### src/rtl/imem_loader.sv
// Boot-time instruction-memory loader: byte stream -> little-endian words -> IRAM write port.
// Optional trailing XOR checksum byte when IMEM_LOADER_CHECKSUM_EN is defined.
module imem_loader #(
  parameter int unsigned memWords  = 100,
  parameter logic [31:0] ADDR_BASE = 32'h0000_0000
) (
  input  logic        clk,
  input  logic        rst,
  input  logic        start,
  input  logic        in_valid,
  input  logic [7:0]  in_data,
  output logic        in_ready,
  output logic [3:0]  mem_write,
  output logic [31:0] mem_addr,
  output logic [31:0] mem_data_w,
  output logic        cpu_hold,
  output logic        done,
  output logic        err
);

  typedef enum logic [2:0] {
    StIdle, StHdr0, StHdr1, StData, StWrite, StDone, StErr, StChk
  } state_t;

  state_t      r_state;
  logic        r_in_ready;
  logic [3:0]  r_mem_write;
  logic [31:0] r_mem_addr;
  logic [31:0] r_mem_data_w;
  logic        r_cpu_hold;
  logic        r_done;
  logic        r_err;
  logic [15:0] r_cnt;
  logic [15:0] r_word_idx;
  logic [1:0]  r_byte_idx;
  logic [23:0] r_asm;
`ifdef IMEM_LOADER_CHECKSUM_EN
  logic [7:0]  r_csum;
`endif

  logic        w_xfer;
  logic [15:0] w_cnt;
  logic [15:0] w_idx_next;

  assign w_xfer     = in_valid & r_in_ready;
  assign w_cnt      = {in_data, r_cnt[7:0]};
  assign w_idx_next = r_word_idx + 16'd1;

  always_ff @(posedge clk or negedge rst) begin
    if (!rst) begin
      r_state      <= StIdle;
      r_in_ready   <= 1'b0;
      r_mem_write  <= 4'h0;
      r_mem_addr   <= 32'h0;
      r_mem_data_w <= 32'h0;
      r_cpu_hold   <= 1'b1;
      r_done       <= 1'b0;
      r_err        <= 1'b0;
      r_cnt        <= 16'h0;
      r_word_idx   <= 16'h0;
      r_byte_idx   <= 2'd0;
      r_asm        <= 24'h0;
`ifdef IMEM_LOADER_CHECKSUM_EN
      r_csum       <= 8'h00;
`endif
    end else begin
      // Write strobe is a single-cycle pulse; only DATA re-arms it.
      r_mem_write <= 4'h0;
      unique case (r_state)
        StIdle: begin
          if (start) begin
            r_state    <= StHdr0;
            r_in_ready <= 1'b1;
          end
        end
        StHdr0: begin
          if (w_xfer) begin
            r_cnt[7:0] <= in_data;
            r_state    <= StHdr1;
          end
        end
        StHdr1: begin
          if (w_xfer) begin
            r_cnt      <= w_cnt;
            r_word_idx <= 16'h0;
            r_byte_idx <= 2'd0;
`ifdef IMEM_LOADER_CHECKSUM_EN
            r_csum     <= 8'h00;
`endif
            if (w_cnt == 16'h0) begin
`ifdef IMEM_LOADER_CHECKSUM_EN
              r_state    <= StChk;
`else
              r_state    <= StDone;
              r_done     <= 1'b1;
              r_cpu_hold <= 1'b0;
              r_in_ready <= 1'b0;
`endif
            end else if (32'(w_cnt) > memWords) begin
              r_state    <= StErr;
              r_err      <= 1'b1;
              r_in_ready <= 1'b0;
            end else begin
              r_state <= StData;
            end
          end
        end
        StData: begin
          if (w_xfer) begin
            r_byte_idx <= r_byte_idx + 2'd1;
`ifdef IMEM_LOADER_CHECKSUM_EN
            r_csum     <= r_csum ^ in_data;
`endif
            unique case (r_byte_idx)
              2'd0: r_asm[7:0]   <= in_data;
              2'd1: r_asm[15:8]  <= in_data;
              2'd2: r_asm[23:16] <= in_data;
              default: begin
                r_state      <= StWrite;
                r_in_ready   <= 1'b0;
                r_mem_write  <= 4'hF;
                r_mem_addr   <= ADDR_BASE + {14'h0, r_word_idx, 2'b00};
                r_mem_data_w <= {in_data, r_asm};
              end
            endcase
          end
        end
        StWrite: begin
          r_word_idx <= w_idx_next;
          if (w_idx_next == r_cnt) begin
`ifdef IMEM_LOADER_CHECKSUM_EN
            r_state    <= StChk;
            r_in_ready <= 1'b1;
`else
            r_state    <= StDone;
            r_done     <= 1'b1;
            r_cpu_hold <= 1'b0;
`endif
          end else begin
            r_state    <= StData;
            r_in_ready <= 1'b1;
          end
        end
`ifdef IMEM_LOADER_CHECKSUM_EN
        StChk: begin
          if (w_xfer) begin
            r_in_ready <= 1'b0;
            if (in_data == r_csum) begin
              r_state    <= StDone;
              r_done     <= 1'b1;
              r_cpu_hold <= 1'b0;
            end else begin
              r_state <= StErr;
              r_err   <= 1'b1;
            end
          end
        end
`endif
        StDone: begin
          if (start) begin
            r_state    <= StHdr0;
            r_done     <= 1'b0;
            r_cpu_hold <= 1'b1;
            r_in_ready <= 1'b1;
          end
        end
        StErr: begin
          if (start) begin
            r_state    <= StHdr0;
            r_err      <= 1'b0;
            r_in_ready <= 1'b1;
          end
        end
        default: begin
          r_state    <= StIdle;
          r_in_ready <= 1'b0;
        end
      endcase
    end
  end

  assign in_ready   = r_in_ready;
  assign mem_write  = r_mem_write;
  assign mem_addr   = r_mem_addr;
  assign mem_data_w = r_mem_data_w;
  assign cpu_hold   = r_cpu_hold;
  assign done       = r_done;
  assign err        = r_err;

endmodule

### config.mk
export PLATFORM = sky130hd
export DESIGN_NAME = imem_loader
export DESIGN_NICKNAME = d
export VERILOG_FILES = /design/src/rtl/imem_loader.sv
export SDC_FILE = /design/constraint.sdc
export NUM_CORES = 1
export LEC_CHECK = 0
export ABC_AREA = 1
export CAP_MARGIN = 30
export CORE_AREA = 4 4 92 115
export DETAILED_ROUTE_END_ITERATION = 6
export DIE_AREA = 0 0 96 119
export PLACE_DENSITY = 0.83
export SYNTH_ARGS = -nofsm -noshare
export SYNTH_HDL_FRONTEND = slang
export SYNTH_SLANG_ARGS = --single-unit
export TNS_END_PERCENT = 100
### constraint.sdc
create_clock -name clk -period 3.1 [get_ports clk]
set_input_delay 0.62 -clock clk [delete_from_list [all_inputs] [get_ports clk]]
set_output_delay 0.62 -clock clk [all_outputs]
set_load 0.01 [all_outputs]
==> results of run 1 <==
[state kept, by name, indices dropped and copies added (netlist names)]
| name | flops |
|---|---|
| cpu_hold | 1 |
| mem_addr | 16 |
| r_byte_idx | 2 |
| mem_data_w | 32 |
| r_cnt | 16 |
| err | 1 |
| done | 1 |
| in_ready | 1 |
| r_word_idx | 16 |
| r_asm | 24 |
| mem_write | 1 |
| r_state | 3 |
[final timing paths]
kind / from / endpoint / slack [ns] / depth (start not counted)
max: r_word_idx[0] / done / 0.92 / 14
min: rst / mem_write[2] / 0.24 / 1
max reg2reg: r_word_idx[0] / done / 0.92 / 14
min reg2reg: cpu_hold / cpu_hold / 0.47 / 2
max in group asynchronous: rst / cpu_hold / 2.05 / 2
min in group clk: cpu_hold / cpu_hold / 0.47 / 2
[layout by cell type, fill, tap and decap left out, types with 4 or more instances in the layout]
| cell type | instances |
|---|---|
| o21ai_1 | 19 |
| o22ai_1 | 12 |
| nand3_1 | 36 |
| buf_4 | 4 |
| dfrtp_1 | 113 |
| ha_1 | 5 |
| inv_2 | 5 |
| nand2_1 | 244 |
| conb_1 | 16 |
| nor2_2 | 6 |
| nor2_4 | 4 |
| nor2_1 | 31 |
| o21ai_0 | 56 |
| inv_1 | 56 |
| clkbuf_16 | 17 |
| clkinv_2 | 4 |
| nand4_1 | 10 |
| clkdlybuf4s50_1 | 66 |
[Yosys cell counts]
master	instances
a211oi_1	1
a21oi_1	3
a221oi_1	1
buf_2	10
buf_4	19
clkbuf_1	6
clkinv_1	1
conb_1	1
dfrtp_1	113
dfstp_2	1
ha_1	5
inv_1	56
inv_2	5
nand2_1	244
nand2_2	3
nand2_4	1
nand3_1	36
nand3_2	1
nand3b_1	2
nand4_1	10
nor2_1	31
nor2_2	6
nor2_4	4
nor3_1	2
o2111ai_1	1
o21ai_0	56
o21ai_1	19
o21ai_2	1
o22ai_1	12
or2_2	2
xnor2_1	2
xor2_1	3
xor3_1	1
[per-stage QoR]
| step | instances | total power [uW] | util (%) |
|---|---|---|---|
| final | 869 | 3430 | 69.8 |
| after CTS | 869 | 3440 | 69.8 |
| after detailed placement | 837 | 1590 | 63.8 |
| after global routing | 869 | 3520 | 69.8 |
| after global placement | 836 | 1590 | 63.6 |
| after floorplan | 674 | 1550 | - |
[cells by family (layout without fill, tap and decap cells)]
logic type	Yosys count	after routing	synth area share, %
AOI/OAI and AO/OA	94	94	9.30
xor gates and xnor gates	6	6	1.26
adders and majority gates	5	5	1.16
buffers and inverters	97	166	8.34
DFF	114	114	53.1
other	1	16	0.0698
and+or+nand+nor	342	342	26.7
[worst register-to-register path, stage by stage, from the launching register on]
cell and delay, ns:
dfrtp_1 0.42, ha_1 0.24, nand2_1 0.08, nor2_2 0.27, nand4_1 0.19, nand2_1 0.13, nand2_1 0.06, nand2_1 0.08
nand2_1 0.06, nor2_1 0.11, nand3_1 0.11, nand2_2 0.12, nand3_2 0.08, nand2_1 0.08, nand2_1 0.05
[where the power goes]
part           internal, uW  switching (uW)  leakage [uW]
Sequential             1490               0       0.00149
Combinational          15.3            55.4       0.00174
Clock                  1180             690      0.000273
[metal layers]
metal  vias up  wire [um]
li1       2223          -
met1      2203       5200
met2       218       6800
met3        30        879
met4         0        267
met5         -          0
[layout make-up]
cell class	count	area [um^2]	share of cell area, %
clock inverter	13	138	2.06
multi-input combinational	463	2120	31.9
tap	126	158	2.36
inverter	62	233	3.49
timing repair buffer	72	731	11.0
clock buffer	19	433	6.49
sequential	114	2850	42.8
==> impl_metrics.py, run 1 <==
metrics = {
    "outcome": {
        "status": "completed",
    },
    "clocking": {
        "cts_tree": "done",
        "post_cts.resized_instances": 0,
        "cts_made_buffers": 17,
        "cts-root-buf": "clkbuf_16",
        "postCtsSetupBuffers": 0,
        "htree_levels": 4,
        "clk_path_buf_depth": 2,
        "clock_sinks": 114,
        "clk_transition_reported_paths_ns": 0.05,
        "clk-insertion-delay-late_ns": 0.41,
        "ctsHoldBuffers": 0,
    },
    "pwr": {
        "p_leak_uw": 0.00350,
        "ir_drop_uv": 375,
        "p_per_area_mw_per_mm2": 514,
    },
    "detailed_routing": {
        "vias_per_cell": 5.38,
        "drt-total-wl_um": 13100,
        "ant_nets": 0,
        "route.detailed.drc": 0,
        "drt_iter0_markers": 278,
        "via_count": 4674,
        "drt-pass1-iter-count": 6,
        "wl_per_cell_um": 15.1,
    },
    "global_route": {
        "gr-total-overflow": 0,
        "grt_pass1_vias": 4466,
        "grt_busiest_layer": "met2",
        "antenna_found_initial": 0,
        "met2_usage_pct": 39.4,
        "grt_start_max_net_pins": 64,
        "grt.met3_usage_pct": 6.00,
        "grt.total_usage_pct": 24.6,
        "gr-usage-met1_pct": 31.2,
        "grt_pass1_wl_um": 21600,
    },
    "placed_design": {
        "place.gp.congestion": 0.923,
        "dpl_cell_area_mm2": 0.00610,
        "place_hpwl_um": 8900,
        "port_buffers": 67,
        "place_ws_ns": 0.753,
    },
    "die": {
        "die_y_um": 119,
        "die_area_mm2": 0.0114,
        "ioPinCount": 84,
        "start_util_pct": 56.2,
        "dieWidth_um": 96,
        "coreArea_mm2": 0.00956,
        "fp-row-count": 40,
    },
    "synthesis": {
        "netlist.top_cell.by_area": "dfrtp_1",
        "ys_ff_latch": 114,
        "synthesis.area_mm2": 0.00537,
        "synthTopCellsByArea": "dfrtp_1 (53%), nand2_1 (17%), o21ai_0 (5.2%)",
        "syn_inst": 659,
        "yosysSeqAreaShare_pct": 53.1,
        "yosysTopAreaCellShare_pct": 52.7,
        "synth_cell_type_count": 33,
        "yosysWarnings": 0,
        "avgSynthCellArea_um2": 8.15,
    },
    "sta": {
        "hold_slack_ns": 0.244,
        "worst_pin_slew_ns": 0.669,
        "fin_crit_sh_pct": 70.4,
        "skew_ns": 0.00743,
        "setup_ws_ns": 0.919,
        "slew_headroom_pct": 55.3,
        "max_freq_mhz": 458,
        "fin_crit_ns": 2.18,
        "slew_viol_final": 0,
        "rsz0062_at_grt": "no",
        "setup_tns_ns": 0,
        "hold_violations": 0,
        "setup-violations-final": 0,
    },
    "critical_path": {
        "worst-path-max-fanout": 6,
        "startpoint_type": "flop",
        "crit_buf_inv": 0,
        "critical_path.top_delay_family": "simple AND/OR/NAND/NOR gates",
        "crit_type": "reg -> reg",
        "arrival_ns": 2.48,
        "crit_chain": "ha_1 > nand2_1 > nor2_2 > nand4_1 > nand2_1 > nand2_1 > nand2_1 > nand2_1 > nor2_1 > nand3_1 > nand2_2 > nand3_2 > nand2_1 > nand2_1",
        "critPathMaxStageDelay_ns": 0.42,
        "worst_ep_required_time_ns": 3.40,
        "cpMostUsedCell": "nand2_1",
        "cp_slowest_cell": "dfrtp_1",
        "endpoint_kind": "flop",
    },
    "layout": {
        "drive_above_1_share_pct": 8.08,
        "areaGrowthSynthToFinish_pct": 24.2,
        "fin_nets": 747,
        "design_area_mm2": 0.00667,
        "fill_cells": 709,
        "n_antenna_cell": 0,
    },
    "hold_path": {
        "min_path_type": "in -> async",
    },
    "job": {
        "drv_cap": 0,
    },
}
No activity file was read; power rests on OpenSTA's default activity.
==> run 2: changes to the inputs <==
CORE_AREA = 4 4 99 125   (was 4 4 92 115)
DIE_AREA = 0 0 103 129   (was 0 0 96 119)
PLACE_DENSITY = 0.75   (was 0.83)
clock period = 1.95 ns   (was 3.1 ns; I/O delays follow)
==> impl_metrics.py, run 2 (synthesis results as in run 1) <==
metrics = {
    "outcome": {
        "status": "complete, but fails checks",
        "violations": "negative setup slack",
    },
    "critical_path": {
        "critical_path.top_delay_family": "simple AND/OR/NAND/NOR gates",
        "worst-path-max-fanout": 6,
        "crit_chain": "buf_6 > ha_4 > nand2_4 > nor2_4 > nand4_1 > nand2_1 > nand2_1 > nand2_2 > nand2_1 > nor2_2 > nand3_2 > nand2_4 > nand3_2 > nand2_1 > nand2_1",
        "endpoint_kind": "flop",
        "crit_buf_inv": 1,
        "worst_ep_required_time_ns": 2.25,
        "r2r_end": "done",
        "arrival_ns": 2.31,
        "cpMostUsedCell": "nand2_1",
        "critPathMaxStageDelay_ns": 0.36,
        "crit_type": "reg -> reg",
        "startpoint_type": "flop",
        "timing.rr.start": "r_word_idx[1]",
        "rr_worst_depth": 15,
        "reg2reg_setup_slack_ns": -0.06,
        "cp_slowest_cell": "dfrtp_1",
    },
    "detailed_routing": {
        "ant_nets": 0,
        "drt-total-wl_um": 13700,
        "via_count": 4731,
        "drt_iter0_markers": 261,
        "wl_per_cell_um": 15.0,
        "drt-pass1-iter-count": 5,
        "route.detailed.drc": 0,
        "vias_per_cell": 5.16,
    },
    "layout": {
        "fin_nets": 785,
        "fin_cells": 916,
        "final_cell_mix": "nand2_1 (236), dfrtp_1 (110), clkdlybuf4s50_1 (66)",
        "areaGrowthSynthToFinish_pct": 34.1,
        "design_area_mm2": 0.00720,
        "drive_above_1_share_pct": 15.4,
        "largest_reg_flops": 32,
        "mostFrequentLayoutCell": "nand2_1",
        "n_antenna_cell": 0,
    },
    "placed_design": {
        "placedCellCount": 877,
        "dpl_cell_area_mm2": 0.00639,
        "place.gp.congestion": 0.881,
        "port_buffers": 67,
        "place_hpwl_um": 9540,
    },
    "sta": {
        "setup_ws_ns": -0.0580,
        "slew_viol_final": 0,
        "fin_crit_ns": 2.01,
        "setup-violations-final": 3,
        "max_freq_mhz": 498,
        "skew_ns": 0.00505,
        "hold_violations": 0,
        "rsz0062_at_grt": "yes",
        "fin_crit_sh_pct": 103,
    },
    "clocking": {
        "cts_tree": "done",
        "clock_sinks": 114,
        "cts_made_buffers": 17,
        "clk-insertion-delay-late_ns": 0.41,
        "cts-root-buf": "clkbuf_16",
        "clk_path_buf_depth": 2,
        "htree_levels": 4,
        "clk_transition_reported_paths_ns": 0.05,
    },
    "global_route": {
        "met2_usage_pct": 36.0,
        "grt_pass1_vias": 4589,
        "gr-usage-met1_pct": 27.6,
        "grt_pass1_wl_um": 22300,
        "grt.met3_usage_pct": 5.21,
        "grt_start_max_net_pins": 34,
        "gr-total-overflow": 0,
        "grt.total_usage_pct": 21.8,
        "antenna_found_initial": 0,
        "grt_busiest_layer": "met2",
    },
    "die": {
        "die_area_mm2": 0.0133,
        "die_y_um": 129,
        "coreArea_mm2": 0.0111,
        "fp-row-count": 43,
        "start_util_pct": 48.5,
        "dieWidth_um": 103,
        "ioPinCount": 84,
    },
    "pwr": {
        "p_per_area_mw_per_mm2": 797,
        "ir_drop_uv": 564,
        "p_leak_uw": 0.00380,
    },
    "job": {
        "drv_cap": 0,
    },
    "hold_path": {
        "min_path_type": "in -> async",
    },
}
## run 2: through the flow
step / TNS, ns / util, % / total power, uW / hold WS (ns) / setup WS (ns)
finish: -0.116 / 65.0 / 5740 / 0.469 / -0.0580
global route: -0.754 / 65.0 / 5920 / 0.494 / -0.184
CTS: -0.00203 / 63.7 / 5780 / 0.471 / -0.00203
detailed placement: -0.571 / 57.7 / 2550 / 0.365 / -0.0662
global placement: 0 / 57.7 / 2550 / 0.360 / 0.00300
floorplan: 0 / - / 2460 / 0.0944 / 0.196
## run 2: final cells by class
cell class / instances / area, um^2
inverters: 62 / 233
clock buffers: 23 / 458
multi-input cells: 463 / 2240
fillers: 888 / 3880
well taps: 135 / 169
clock inverters: 9 / 155
repair buffers: 110 / 1080
flip-flops and latches: 114 / 2860
## run 2: worst max-delay path by stage
stage	from	end	slack (ns)	cells past startpoint
after floorplan	r_word_idx[0]	done	0.20	12
after global placement	r_word_idx[0]	done	0.003	14
after detailed placement	r_word_idx[0]	done	-0.07	14
after CTS	r_word_idx[3]	done	-0.002	15
after global routing	r_word_idx[1]	done	-0.18	15
final	r_word_idx[1]	done	-0.06	15
## run 2: worst reg2reg max path: stages, from the launching register on
cell     delay [ns]
dfrtp_1        0.36
buf_6          0.11
ha_4           0.17
nand2_4        0.06
nor2_4         0.20
nand4_1        0.14
nand2_1        0.11
nand2_1        0.07
nand2_2        0.08
nand2_1        0.08
nor2_2         0.12
nand3_2        0.12
nand2_4        0.10
nand3_2        0.07
nand2_1        0.07
nand2_1        0.04
## run 2: routing by layer
metal	wire length, um	vias up
met5	0	-
met4	363	0
met3	846	30
met2	6890	179
met1	5620	2226
li1	-	2296
## run 2: power breakdown
part / total (uW) / switching (uW) / internal (uW)
clock network: 3230 / 1060 / 2170
registers: 2370 / 0 / 2370
logic: 138 / 94.6 / 43.0
total: 5740 / 1160 / 4580
## run 2: repair_timing
item	in CTS	in global routing
hold endpoints to repair	29	0
pin swaps	5	21
buffers inserted	2	4
resized for setup	6	28
hold buffers	1	0
setup endpoints to repair	5	5
==> run 3: changes to the inputs <==
MAX_ROUTING_LAYER = met4   (was unset)
PLACE_DENSITY = 0.8   (was 0.75)
==> impl_metrics.py, run 3 (synthesis results as in run 1) <==
metrics = {
    "outcome": {
        "status": "complete, but fails checks",
        "violations": "negative hold slack, negative setup slack",
    },
    "critical_path": {
        "critPathMaxStageDelay_ns": 0.41,
        "rr_worst_depth": 15,
        "startpoint_type": "flop",
        "crit_type": "reg -> reg",
        "arrival_ns": 2.35,
        "worst-path-max-fanout": 4,
        "cpMostUsedCell": "nand2_1",
        "endpoint_kind": "flop",
        "timing.rr.start": "r_word_idx[1]",
        "worst_ep_required_time_ns": 2.25,
        "cp_slowest_cell": "dfrtp_1",
        "crit_chain": "buf_6 > nand2_4 > nor2_4 > buf_6 > nand4_1 > nand2_1 > nand2_1 > nand2_1 > nand2_1 > nor2_2 > nand3_2 > nand2_4 > nand3_2 > nand2_1 > nand2_1",
        "r2r_end": "done",
        "reg2reg_setup_slack_ns": -0.1,
    },
    "sta": {
        "setup-violations-final": 5,
        "hold_violations": 6,
        "worst_pin_slew_ns": 0.614,
        "slew_headroom_pct": 59.1,
        "slew_viol_final": 0,
        "hold_slack_ns": -0.0205,
        "fin_crit_ns": 2.05,
        "setup_ws_ns": -0.0952,
        "setup_tns_ns": -0.379,
        "rsz0062_at_grt": "yes",
        "max_freq_mhz": 489,
        "skew_ns": 0.00508,
        "fin_crit_sh_pct": 105,
    },
    "layout": {
        "largest_reg_flops": 32,
        "fin_nets": 781,
        "mostFrequentLayoutCell": "nand2_1",
        "design_area_mm2": 0.00718,
        "final_util_pct": 64.7,
        "n_antenna_cell": 0,
        "drive_above_1_share_pct": 15.8,
        "areaGrowthSynthToFinish_pct": 33.6,
        "final_cell_mix": "nand2_1 (233), dfrtp_1 (111), clkdlybuf4s50_1 (66)",
    },
    "global_route": {
        "grt_pass1_vias": 4789,
        "grt.total_usage_pct": 23.1,
        "grt_start_max_net_pins": 47,
        "grt_pass1_wl_um": 23100,
        "gr-total-overflow": 0,
        "antenna_found_initial": 0,
    },
    "placed_design": {
        "place_ws_ns": -0.0855,
        "place_hpwl_um": 9480,
        "place.gp.congestion": 0.951,
        "dpl_cell_area_mm2": 0.00634,
        "port_buffers": 67,
    },
    "pwr": {
        "ir_drop_uv": 538,
        "p_per_area_mw_per_mm2": 805,
        "p_leak_uw": 0.00377,
        "power_uw": 5770,
    },
    "detailed_routing": {
        "route.detailed.drc": 0,
        "wl_per_cell_um": 15.5,
        "vias_per_cell": 5.32,
        "drt-total-wl_um": 14100,
        "drt-pass1-iter-count": 5,
        "drt_iter0_markers": 392,
        "ant_nets": 0,
        "via_count": 4854,
    },
    "die": {
        "die_area_mm2": 0.0133,
        "start_util_pct": 48.5,
        "fp-row-count": 43,
        "dieWidth_um": 103,
        "coreArea_mm2": 0.0111,
        "die_y_um": 129,
        "ioPinCount": 84,
    },
    "clocking": {
        "clk_transition_reported_paths_ns": 0.06,
        "cts-root-buf": "clkbuf_16",
        "htree_levels": 4,
        "cts_tree": "done",
        "clock_sinks": 114,
        "clk-insertion-delay-late_ns": 0.41,
        "cts_made_buffers": 17,
        "clk_path_buf_depth": 2,
    },
    "hold_path": {
        "min_path_type": "in -> async",
    },
    "job": {
        "drv_cap": 0,
    },
}
-- run 3: worst max path at each step --
stage / slack, ns / to / cells past startpoint / from
6_report: -0.1 / done / 15 / r_word_idx[1]
5_1_grt: -0.23 / r_state[2] / 13 / r_word_idx[1]
3_5_place_dp: -0.09 / r_asm[10] / 9 / in_valid
2_1_floorplan: 0.20 / done / 12 / r_word_idx[0]
4_1_cts: -0.02 / done / 16 / r_word_idx[1]
3_3_place_gp: -0.01 / r_state[1] / 16 / r_word_idx[0]
-- run 3: area by class of cell --
type / count / area [um^2]
clock inverter: 13 / 185
tap: 135 / 169
fill: 862 / 3910
clock buffer: 19 / 443
inverter: 62 / 233
timing repair buffer: 106 / 1030
multi-input combinational: 463 / 2260
sequential: 114 / 2860
-- run 3: worst max-delay path: cells and delay by family (launching register included) --
| kind | cells | cell delay, ns |
|---|---|---|
| simple gates | 13 | 1.25 |
| buf+inv | 2 | 0.27 |
| flops | 1 | 0.41 |
-- run 3: power by group --
part	total (uW)	switching [uW]	internal [uW]	leakage, uW
logic	135	93.6	41.6	0.00198
clock network	3270	1100	2170	0.000303
registers	2370	0	2370	0.00149
total	5770	1200	4580	0.00377
-- run 3: metrics by stage --
stage               hold WS, ns  std cells
finish                  -0.0205        912
global route             0.0263        912
CTS                     0.00231        907
detailed placement        0.441        871
global placement          0.437        871
floorplan                0.0944        674
-- run 3: layer usage --
layer  vias up  GRT usage [%]  share of wire [%]
li1       2290              -                  -
met1      2295           26.6                 39
met2       227           38.6                 52
met3        42           5.31                6.2
met4         0           9.60                3.0
met5         -              -                  0
-- run 3: repair_timing --
action / 4_1_cts / 5_1_grt
endpoints found under the hold margin: 0 / 0
setup endpoints to repair: 5 / 6
pin swaps: 4 / 14
hold buffers: 0 / 0
resized for setup: 19 / 19
buffers inserted: 4 / 5
